[config.mk]
export PLATFORM = sky130hd
export DESIGN_NAME = mips_multicycle_ctrl_flat
export DESIGN_NICKNAME = d
export VERILOG_FILES = /design/src/rtl/mips_multicycle_ctrl_if.sv /design/src/rtl/mips_multicycle_ctrl.sv /design/src/flat_wrapper.sv
export SDC_FILE = /design/constraint.sdc
export NUM_CORES = 1
export LEC_CHECK = 0
export CELL_PAD_IN_SITES_DETAIL_PLACEMENT = 0
export CELL_PAD_IN_SITES_GLOBAL_PLACEMENT = 1
export CORE_MARGIN = 5
export CORE_UTILIZATION = 33
export CTS_CLUSTER_DIAMETER = 50
export CTS_CLUSTER_SIZE = 30
export DETAILED_ROUTE_END_ITERATION = 16
export PLACE_DENSITY_LB_ADDON = 0.08
export RECOVER_POWER = 50
export SLEW_MARGIN = 10
export SYNTH_ARGS = -nofsm -noshare
export SYNTH_HDL_FRONTEND = slang
export SYNTH_SLANG_ARGS = --single-unit
[constraint.sdc]
create_clock -name clk -period 3.2 [get_ports clk]
set_input_delay 0.64 -clock clk [delete_from_list [all_inputs] [get_ports clk]]
set_output_delay 0.64 -clock clk [all_outputs]
set_load 0.005 [all_outputs]
[src/rtl/mips_multicycle_ctrl_if.sv]
// ---------------------------------------------------------------------------
// mips_multicycle_ctrl_if
// Bundle of the signals that pass between the multicycle MIPS control unit
// and its datapath.
//   Op, Funct, Zero       : instruction fields from IR and the ALU zero flag
//   IorD .. PCEn          : datapath selects and write enables
//   State                 : current controller state, for observation
// Modports:
//   master : the control unit (consumes Op/Funct/Zero, drives the controls)
//   slave  : the datapath side (drives Op/Funct/Zero, consumes the controls)
// ---------------------------------------------------------------------------
interface mips_multicycle_ctrl_if;
    logic [5:0] Op;
    logic [5:0] Funct;
    logic       Zero;
    logic       IorD;
    logic       MemWrite;
    logic       IRWrite;
    logic       RegDst;
    logic       MemtoReg;
    logic       RegWrite;
    logic       ALUSrcA;
    logic [1:0] ALUSrcB;
    logic [2:0] ALUControl;
    logic [1:0] PCSrc;
    logic       PCEn;
    logic [3:0] State;

    modport master (
        input  Op, Funct, Zero,
        output IorD, MemWrite, IRWrite, RegDst, MemtoReg, RegWrite,
               ALUSrcA, ALUSrcB, ALUControl, PCSrc, PCEn, State
    );

    modport slave (
        output Op, Funct, Zero,
        input  IorD, MemWrite, IRWrite, RegDst, MemtoReg, RegWrite,
               ALUSrcA, ALUSrcB, ALUControl, PCSrc, PCEn, State
    );
endinterface

[src/rtl/mips_multicycle_ctrl.sv]
// ---------------------------------------------------------------------------
// mips_multicycle_ctrl
// Moore control unit for the multicycle MIPS datapath. Sequences each
// instruction through fetch / decode / execute / memory / writeback and
// drives every datapath select and enable.
// Ports:
//   clk    : rising-edge clock
//   reset  : synchronous, active-high; state returns to FETCH and the
//            write enables (PCEn, IRWrite, RegWrite, MemWrite) are held low
//            for as long as it is asserted
//   bus    : mips_multicycle_ctrl_if.master (Op, Funct, Zero in; controls
//            and State out)
// Build option:
//   MULTICYCLE_BNE_EN : adds bne (Op 000101) via a branch-sense register
//                       captured in DECODE.
// ---------------------------------------------------------------------------
module mips_multicycle_ctrl (
    input  logic                          clk,
    input  logic                          reset,
    mips_multicycle_ctrl_if.master        bus
);

    typedef enum logic [3:0] {
        FETCH    = 4'd0,
        DECODE   = 4'd1,
        MEMADR   = 4'd2,
        MEMRD    = 4'd3,
        MEMWB    = 4'd4,
        MEMWR    = 4'd5,
        EXECUTE  = 4'd6,
        ALUWB    = 4'd7,
        BRANCH   = 4'd8,
        ADDIEXEC = 4'd9,
        ADDIWB   = 4'd10,
        JUMP     = 4'd11
    } state_t;

    localparam logic [5:0] OP_LW    = 6'b100011;
    localparam logic [5:0] OP_SW    = 6'b101011;
    localparam logic [5:0] OP_RTYPE = 6'b000000;
    localparam logic [5:0] OP_BEQ   = 6'b000100;
    localparam logic [5:0] OP_ADDI  = 6'b001000;
    localparam logic [5:0] OP_J     = 6'b000010;
`ifdef MULTICYCLE_BNE_EN
    localparam logic [5:0] OP_BNE   = 6'b000101;
`endif

    typedef struct packed {
        logic       iord;
        logic       mem_write;
        logic       ir_write;
        logic       reg_dst;
        logic       mem_to_reg;
        logic       reg_write;
        logic       alu_src_a;
        logic [1:0] alu_src_b;
        logic [2:0] alu_control;
        logic [1:0] pc_src;
        logic       pc_write;
        logic       branch;
    } ctl_t;

    // Control word for a given state. Funct only matters in EXECUTE; it is
    // stable from DECODE onward, so decoding it one cycle early is safe.
    function automatic ctl_t decode_ctl(input state_t s, input logic [5:0] funct);
        ctl_t c;
        c             = '0;
        c.alu_control = 3'b010;
        case (s)
            FETCH: begin
                c.alu_src_b = 2'b01;
                c.ir_write  = 1'b1;
                c.pc_write  = 1'b1;
            end
            DECODE:   c.alu_src_b = 2'b11;
            MEMADR: begin
                c.alu_src_a = 1'b1;
                c.alu_src_b = 2'b10;
            end
            MEMRD:    c.iord = 1'b1;
            MEMWB: begin
                c.mem_to_reg = 1'b1;
                c.reg_write  = 1'b1;
            end
            MEMWR: begin
                c.iord      = 1'b1;
                c.mem_write = 1'b1;
            end
            EXECUTE: begin
                c.alu_src_a = 1'b1;
                c.alu_src_b = 2'b00;
                case (funct)
                    6'b100000: c.alu_control = 3'b010;
                    6'b100010: c.alu_control = 3'b110;
                    6'b100100: c.alu_control = 3'b000;
                    6'b100101: c.alu_control = 3'b001;
                    6'b101010: c.alu_control = 3'b111;
                    default:   c.alu_control = 3'b010;
                endcase
            end
            ALUWB: begin
                c.reg_dst   = 1'b1;
                c.reg_write = 1'b1;
            end
            BRANCH: begin
                c.alu_src_a   = 1'b1;
                c.alu_src_b   = 2'b00;
                c.alu_control = 3'b110;
                c.pc_src      = 2'b01;
                c.branch      = 1'b1;
            end
            ADDIEXEC: begin
                c.alu_src_a = 1'b1;
                c.alu_src_b = 2'b10;
            end
            ADDIWB:   c.reg_write = 1'b1;
            JUMP: begin
                c.pc_src   = 2'b10;
                c.pc_write = 1'b1;
            end
            default: ;
        endcase
        return c;
    endfunction

    state_t state_q, state_d;
    ctl_t   ctl_q, ctl_d;
`ifdef MULTICYCLE_BNE_EN
    logic   is_bne_q, is_bne_d;
`endif

    always_comb begin
        state_d = FETCH;
        case (state_q)
            FETCH: state_d = DECODE;
            DECODE: begin
                case (bus.Op)
                    OP_LW, OP_SW: state_d = MEMADR;
                    OP_RTYPE:     state_d = EXECUTE;
                    OP_BEQ:       state_d = BRANCH;
`ifdef MULTICYCLE_BNE_EN
                    OP_BNE:       state_d = BRANCH;
`endif
                    OP_ADDI:      state_d = ADDIEXEC;
                    OP_J:         state_d = JUMP;
                    default:      state_d = FETCH;   // unknown Op acts as a NOP
                endcase
            end
            MEMADR:   state_d = (bus.Op == OP_SW) ? MEMWR : MEMRD;
            MEMRD:    state_d = MEMWB;
            EXECUTE:  state_d = ALUWB;
            ADDIEXEC: state_d = ADDIWB;
            default:  state_d = FETCH;   // writeback/terminal states and codes 12-15
        endcase
        // Outputs are registered alongside the state, so they are decoded
        // from the state being entered.
        ctl_d = decode_ctl(state_d, bus.Funct);
    end

`ifdef MULTICYCLE_BNE_EN
    // Branch sense captured while Op is decoded; held through BRANCH.
    always_comb begin
        is_bne_d = is_bne_q;
        if (state_q == DECODE) begin
            is_bne_d = (bus.Op == OP_BNE);
        end
    end
`endif

    always_ff @(posedge clk) begin
        if (reset) begin
            state_q <= FETCH;
            ctl_q   <= decode_ctl(FETCH, bus.Funct);
`ifdef MULTICYCLE_BNE_EN
            is_bne_q <= 1'b0;
`endif
        end else begin
            state_q <= state_d;
            ctl_q   <= ctl_d;
`ifdef MULTICYCLE_BNE_EN
            is_bne_q <= is_bne_d;
`endif
        end
    end

    // Write enables are gated by reset directly so an instruction aborted
    // by reset cannot write anything in the cycle reset is raised.
    assign bus.IorD       = ctl_q.iord;
    assign bus.MemWrite   = ctl_q.mem_write & ~reset;
    assign bus.IRWrite    = ctl_q.ir_write & ~reset;
    assign bus.RegDst     = ctl_q.reg_dst;
    assign bus.MemtoReg   = ctl_q.mem_to_reg;
    assign bus.RegWrite   = ctl_q.reg_write & ~reset;
    assign bus.ALUSrcA    = ctl_q.alu_src_a;
    assign bus.ALUSrcB    = ctl_q.alu_src_b;
    assign bus.ALUControl = ctl_q.alu_control;
    assign bus.PCSrc      = ctl_q.pc_src;
    assign bus.State      = state_q;
`ifdef MULTICYCLE_BNE_EN
    assign bus.PCEn = ~reset & (ctl_q.pc_write | (ctl_q.branch & (bus.Zero ^ is_bne_q)));
`else
    assign bus.PCEn = ~reset & (ctl_q.pc_write | (ctl_q.branch & bus.Zero));
`endif

endmodule
[src/flat_wrapper.sv]
// flat-port wrapper written by rule: the top's interface ports become plain ports
module mips_multicycle_ctrl_flat 
  (clk, reset, bus_Op, bus_Funct, bus_Zero, bus_IorD, bus_MemWrite, bus_IRWrite, bus_RegDst, bus_MemtoReg, bus_RegWrite, bus_ALUSrcA, bus_ALUSrcB, bus_ALUControl, bus_PCSrc, bus_PCEn, bus_State);
  mips_multicycle_ctrl_if bus_i ();
  input  logic clk;
  input  logic reset;
  input wire logic [$bits(bus_i.Op)-1:0] bus_Op;
  input wire logic [$bits(bus_i.Funct)-1:0] bus_Funct;
  input wire logic [$bits(bus_i.Zero)-1:0] bus_Zero;
  output wire logic [$bits(bus_i.IorD)-1:0] bus_IorD;
  output wire logic [$bits(bus_i.MemWrite)-1:0] bus_MemWrite;
  output wire logic [$bits(bus_i.IRWrite)-1:0] bus_IRWrite;
  output wire logic [$bits(bus_i.RegDst)-1:0] bus_RegDst;
  output wire logic [$bits(bus_i.MemtoReg)-1:0] bus_MemtoReg;
  output wire logic [$bits(bus_i.RegWrite)-1:0] bus_RegWrite;
  output wire logic [$bits(bus_i.ALUSrcA)-1:0] bus_ALUSrcA;
  output wire logic [$bits(bus_i.ALUSrcB)-1:0] bus_ALUSrcB;
  output wire logic [$bits(bus_i.ALUControl)-1:0] bus_ALUControl;
  output wire logic [$bits(bus_i.PCSrc)-1:0] bus_PCSrc;
  output wire logic [$bits(bus_i.PCEn)-1:0] bus_PCEn;
  output wire logic [$bits(bus_i.State)-1:0] bus_State;
  assign bus_i.Op = bus_Op;
  assign bus_i.Funct = bus_Funct;
  assign bus_i.Zero = bus_Zero;
  assign bus_IorD = bus_i.IorD;
  assign bus_MemWrite = bus_i.MemWrite;
  assign bus_IRWrite = bus_i.IRWrite;
  assign bus_RegDst = bus_i.RegDst;
  assign bus_MemtoReg = bus_i.MemtoReg;
  assign bus_RegWrite = bus_i.RegWrite;
  assign bus_ALUSrcA = bus_i.ALUSrcA;
  assign bus_ALUSrcB = bus_i.ALUSrcB;
  assign bus_ALUControl = bus_i.ALUControl;
  assign bus_PCSrc = bus_i.PCSrc;
  assign bus_PCEn = bus_i.PCEn;
  assign bus_State = bus_i.State;
  mips_multicycle_ctrl u_core (.clk(clk), .reset(reset), .bus(bus_i));
endmodule
==> summary.txt <==
Outcome
  • Outcome: finished, final reports clean

Finish
  • Most frequent cells in the layout: dfxtp_1, clkdlybuf4s50_1, nor2_1
  • Diode count: 0
  • Area Overhead vs Synth: 34.1%
  • Layout Nets: 147
  • Fill count: 290
  • Core Util, Final: 45.5%
  • Commonest non-fill, non-tap cell in the layout: dfxtp_1
  • Layout cells sized above 1: 7.63%

Yosys
  • Post-synth top area share: 41.4%
  • Synth Flop Type: dfxtp_1
  • Synth top area cells: dfxtp_1, nor2_1, buf_4
  • Yosys reg bits: 19
  • Syn Std Cell Area: 920 µm²
  • Post-synth EDFFs: 0
  • Synth warnings: 0
  • Syn_nets: 119
  • Yosys cell types: 39
  • Synth area leader: dfxtp_1
  • Synth async-reset ratio: 0%
  • Register area share after synthesis: 41.4%
  • Syn Area/Cell: 8.84 µm²
  • Syn Inst Count: 104

Global routing
  • GRT Total Usage: 11.3%
  • Initial antenna violation count: 0
  • Largest net degree at the start of global routing: 13
  • Remaining global-route overflow: 0
  • Vias in the first global route: 799
  • First-pass GRT wire length: 3.58 mm

Drt
  • WL final: 2.14 mm
  • WL per Instance: 13.2 µm
  • DRC violations left: 0
  • Via count: 822
  • Iter 0 DRT Violations: 18
  • Final antenna-violating net count: 0
  • Drt pass-1 iters: 4
  • Routed vias/inst: 5.07

Worst setup path
  • Crit path kind: input port to flop
  • R2R depth: 5
  • Arrival time worst endpoint: 3.05 ns
  • CP Launch Type: input port
  • CP max stage delay: 0.88 ns
  • Slowest CP cell: nor4b_1
  • Crit end category: flop
  • Worst endpoint required time: 3.40 ns
  • Critical Path Fanout Max: 7
  • Crit path cell chain: clkdlybuf4s50_1, nor2_2, nor4b_1, a21oi_2, or3_4, o32ai_1

Worst hold path
  • Hold path depth: 3
  • Hold Crit Class: flop to flop

Placement
  • Post-DP HPWL: 1.66 mm
  • Port Buffer Count: 33
  • GPL Wtd Cong: 0.752

Die
  • Initial Util: 33.9%
  • Die height: 62.8 µm
  • Die Wd: 62.8 µm
  • Core area: 2710 µm²
  • Die area: 3940 µm²
  • Num rows: 19
  • I/O pin total: 34

STA
  • Worst Clk Skew: 0.00165 ns
  • Final Setup Violations: 0
  • TNS Setup: 0 ns
  • Worst Tran Pin Value: 1.06 ns
  • Slew Viols, Final: 0
  • Final hold viol count: 0
  • RSZ-0062 raised after global routing: no
  • Final worst-path cycle share: 89.1%
  • Max Clock Freq: 351 MHz
  • Normalized max-slew margin: 28.6%
  • Post-layout min period: 2.85 ns

Clocking
  • H-tree levels: 1
  • Hold-fix buffers at CTS: 0
  • Cts bufs inserted: 3
  • Postcts setup bufs: 0
  • Clk pin slew, worst setup/hold paths: 0.10 ns
  • Clock sink total: 19
  • CTS tree: built
  • Cells resized by post-CTS repair: 0
  • Worst-Skew Late Latency: 0.30 ns
  • CTS Root Cell: clkbuf_4
  • Longest Clk Path Bufs: 2

Pwr
  • Worst VDD drop: 0.206 mV
  • Leak: 0.000483 µW
  • PD cells: 350 nW/µm²

Run
  • Maxcap violations: 0
==> power breakdown <==
part / switching [µW] / internal (µW)
logic: 28.4 / 36.7
registers: 4.99 / 242
clock network: 70.9 / 48.6
total: 104 / 327
==> state kept, by name, indices dropped and copies added (netlist names), 2 cells and up <==
| name | cells |
|---|---|
| u_core.bus.ALUSrcB | 2 |
| u_core.ctl_q | 5 |
| u_core.bus.State | 4 |
| u_core.bus.ALUControl | 3 |
==> through the flow <==
stage / instance area (µm²) / total power, µW / setup slack, ns / std cells / hold slack [ns]
6_report: 1230 / 432 / 0.348 / 162 / 0.683
5_1_grt: 1230 / 455 / 0.288 / 162 / 0.753
4_1_cts: 1250 / 440 / 0.630 / 162 / 0.674
3_5_place_dp: 1230 / 322 / 0.615 / 158 / 0.648
3_3_place_gp: 1230 / 321 / 0.634 / 158 / 0.649
2_1_floorplan: 920 / 285 / 1.41 / 104 / 0.600
==> Yosys cell counts, types with 3 or more instances <==
| library cell | instances |
|---|---|
| nor2_1 | 16 |
| nor3_1 | 6 |
| dfxtp_1 | 19 |
| nand2_1 | 3 |
| buf_4 | 7 |
| nor2b_1 | 5 |
| and3_1 | 3 |
==> final cells by class <==
class,instances,area (µm²),area share (%)
clock buffer,4,26.3,2.13
tap,31,38.8,3.14
timing repair buffer,34,338,27.4
sequential,19,380,30.8
multi-input combinational,72,443,35.9
inverter,2,7.51,0.609
==> layer usage <==
metal	track usage [%]	vias to the layer above	routed length (µm)
li1	-	418	-
met1	12.0	374	946
met2	19.3	25	1000
met3	3.06	5	129
met4	7.16	0	56
met5	0	-	0
==> kinds of logic (layout without fill, tap and decap cells) <==
family	Yosys count	after routing	synth area share [%]
and+or+nand+nor	48	48	30.1
AOI/OAI and AO/OA	22	22	18.2
DFF	19	19	41.4
buffers and inverters	13	40	8.43
xor gates and xnor gates	2	2	1.91
==> critical path, delay by kind of cell <==
family / cells / cell delay (ns)
AND/OR/NAND/NOR: 3 / 1.54
buffers and inverters: 1 / 0.53
AO/OA/AOI/OAI: 2 / 0.34
==> path summary, 6_finish.rpt <==
kind                                          start                    end  slack [ns]
worst min register to register  u_core.bus.State[0]  u_core.bus.ALUSrcB[1]        0.68
worst min-delay path            u_core.bus.State[0]  u_core.bus.ALUSrcB[1]        0.68
worst max register to register  u_core.bus.State[0]       u_core.ctl_q[10]        1.32
worst max-delay path                      bus_Op[2]       u_core.ctl_q[10]        0.35
No activity file was read; power rests on OpenSTA's default activity.
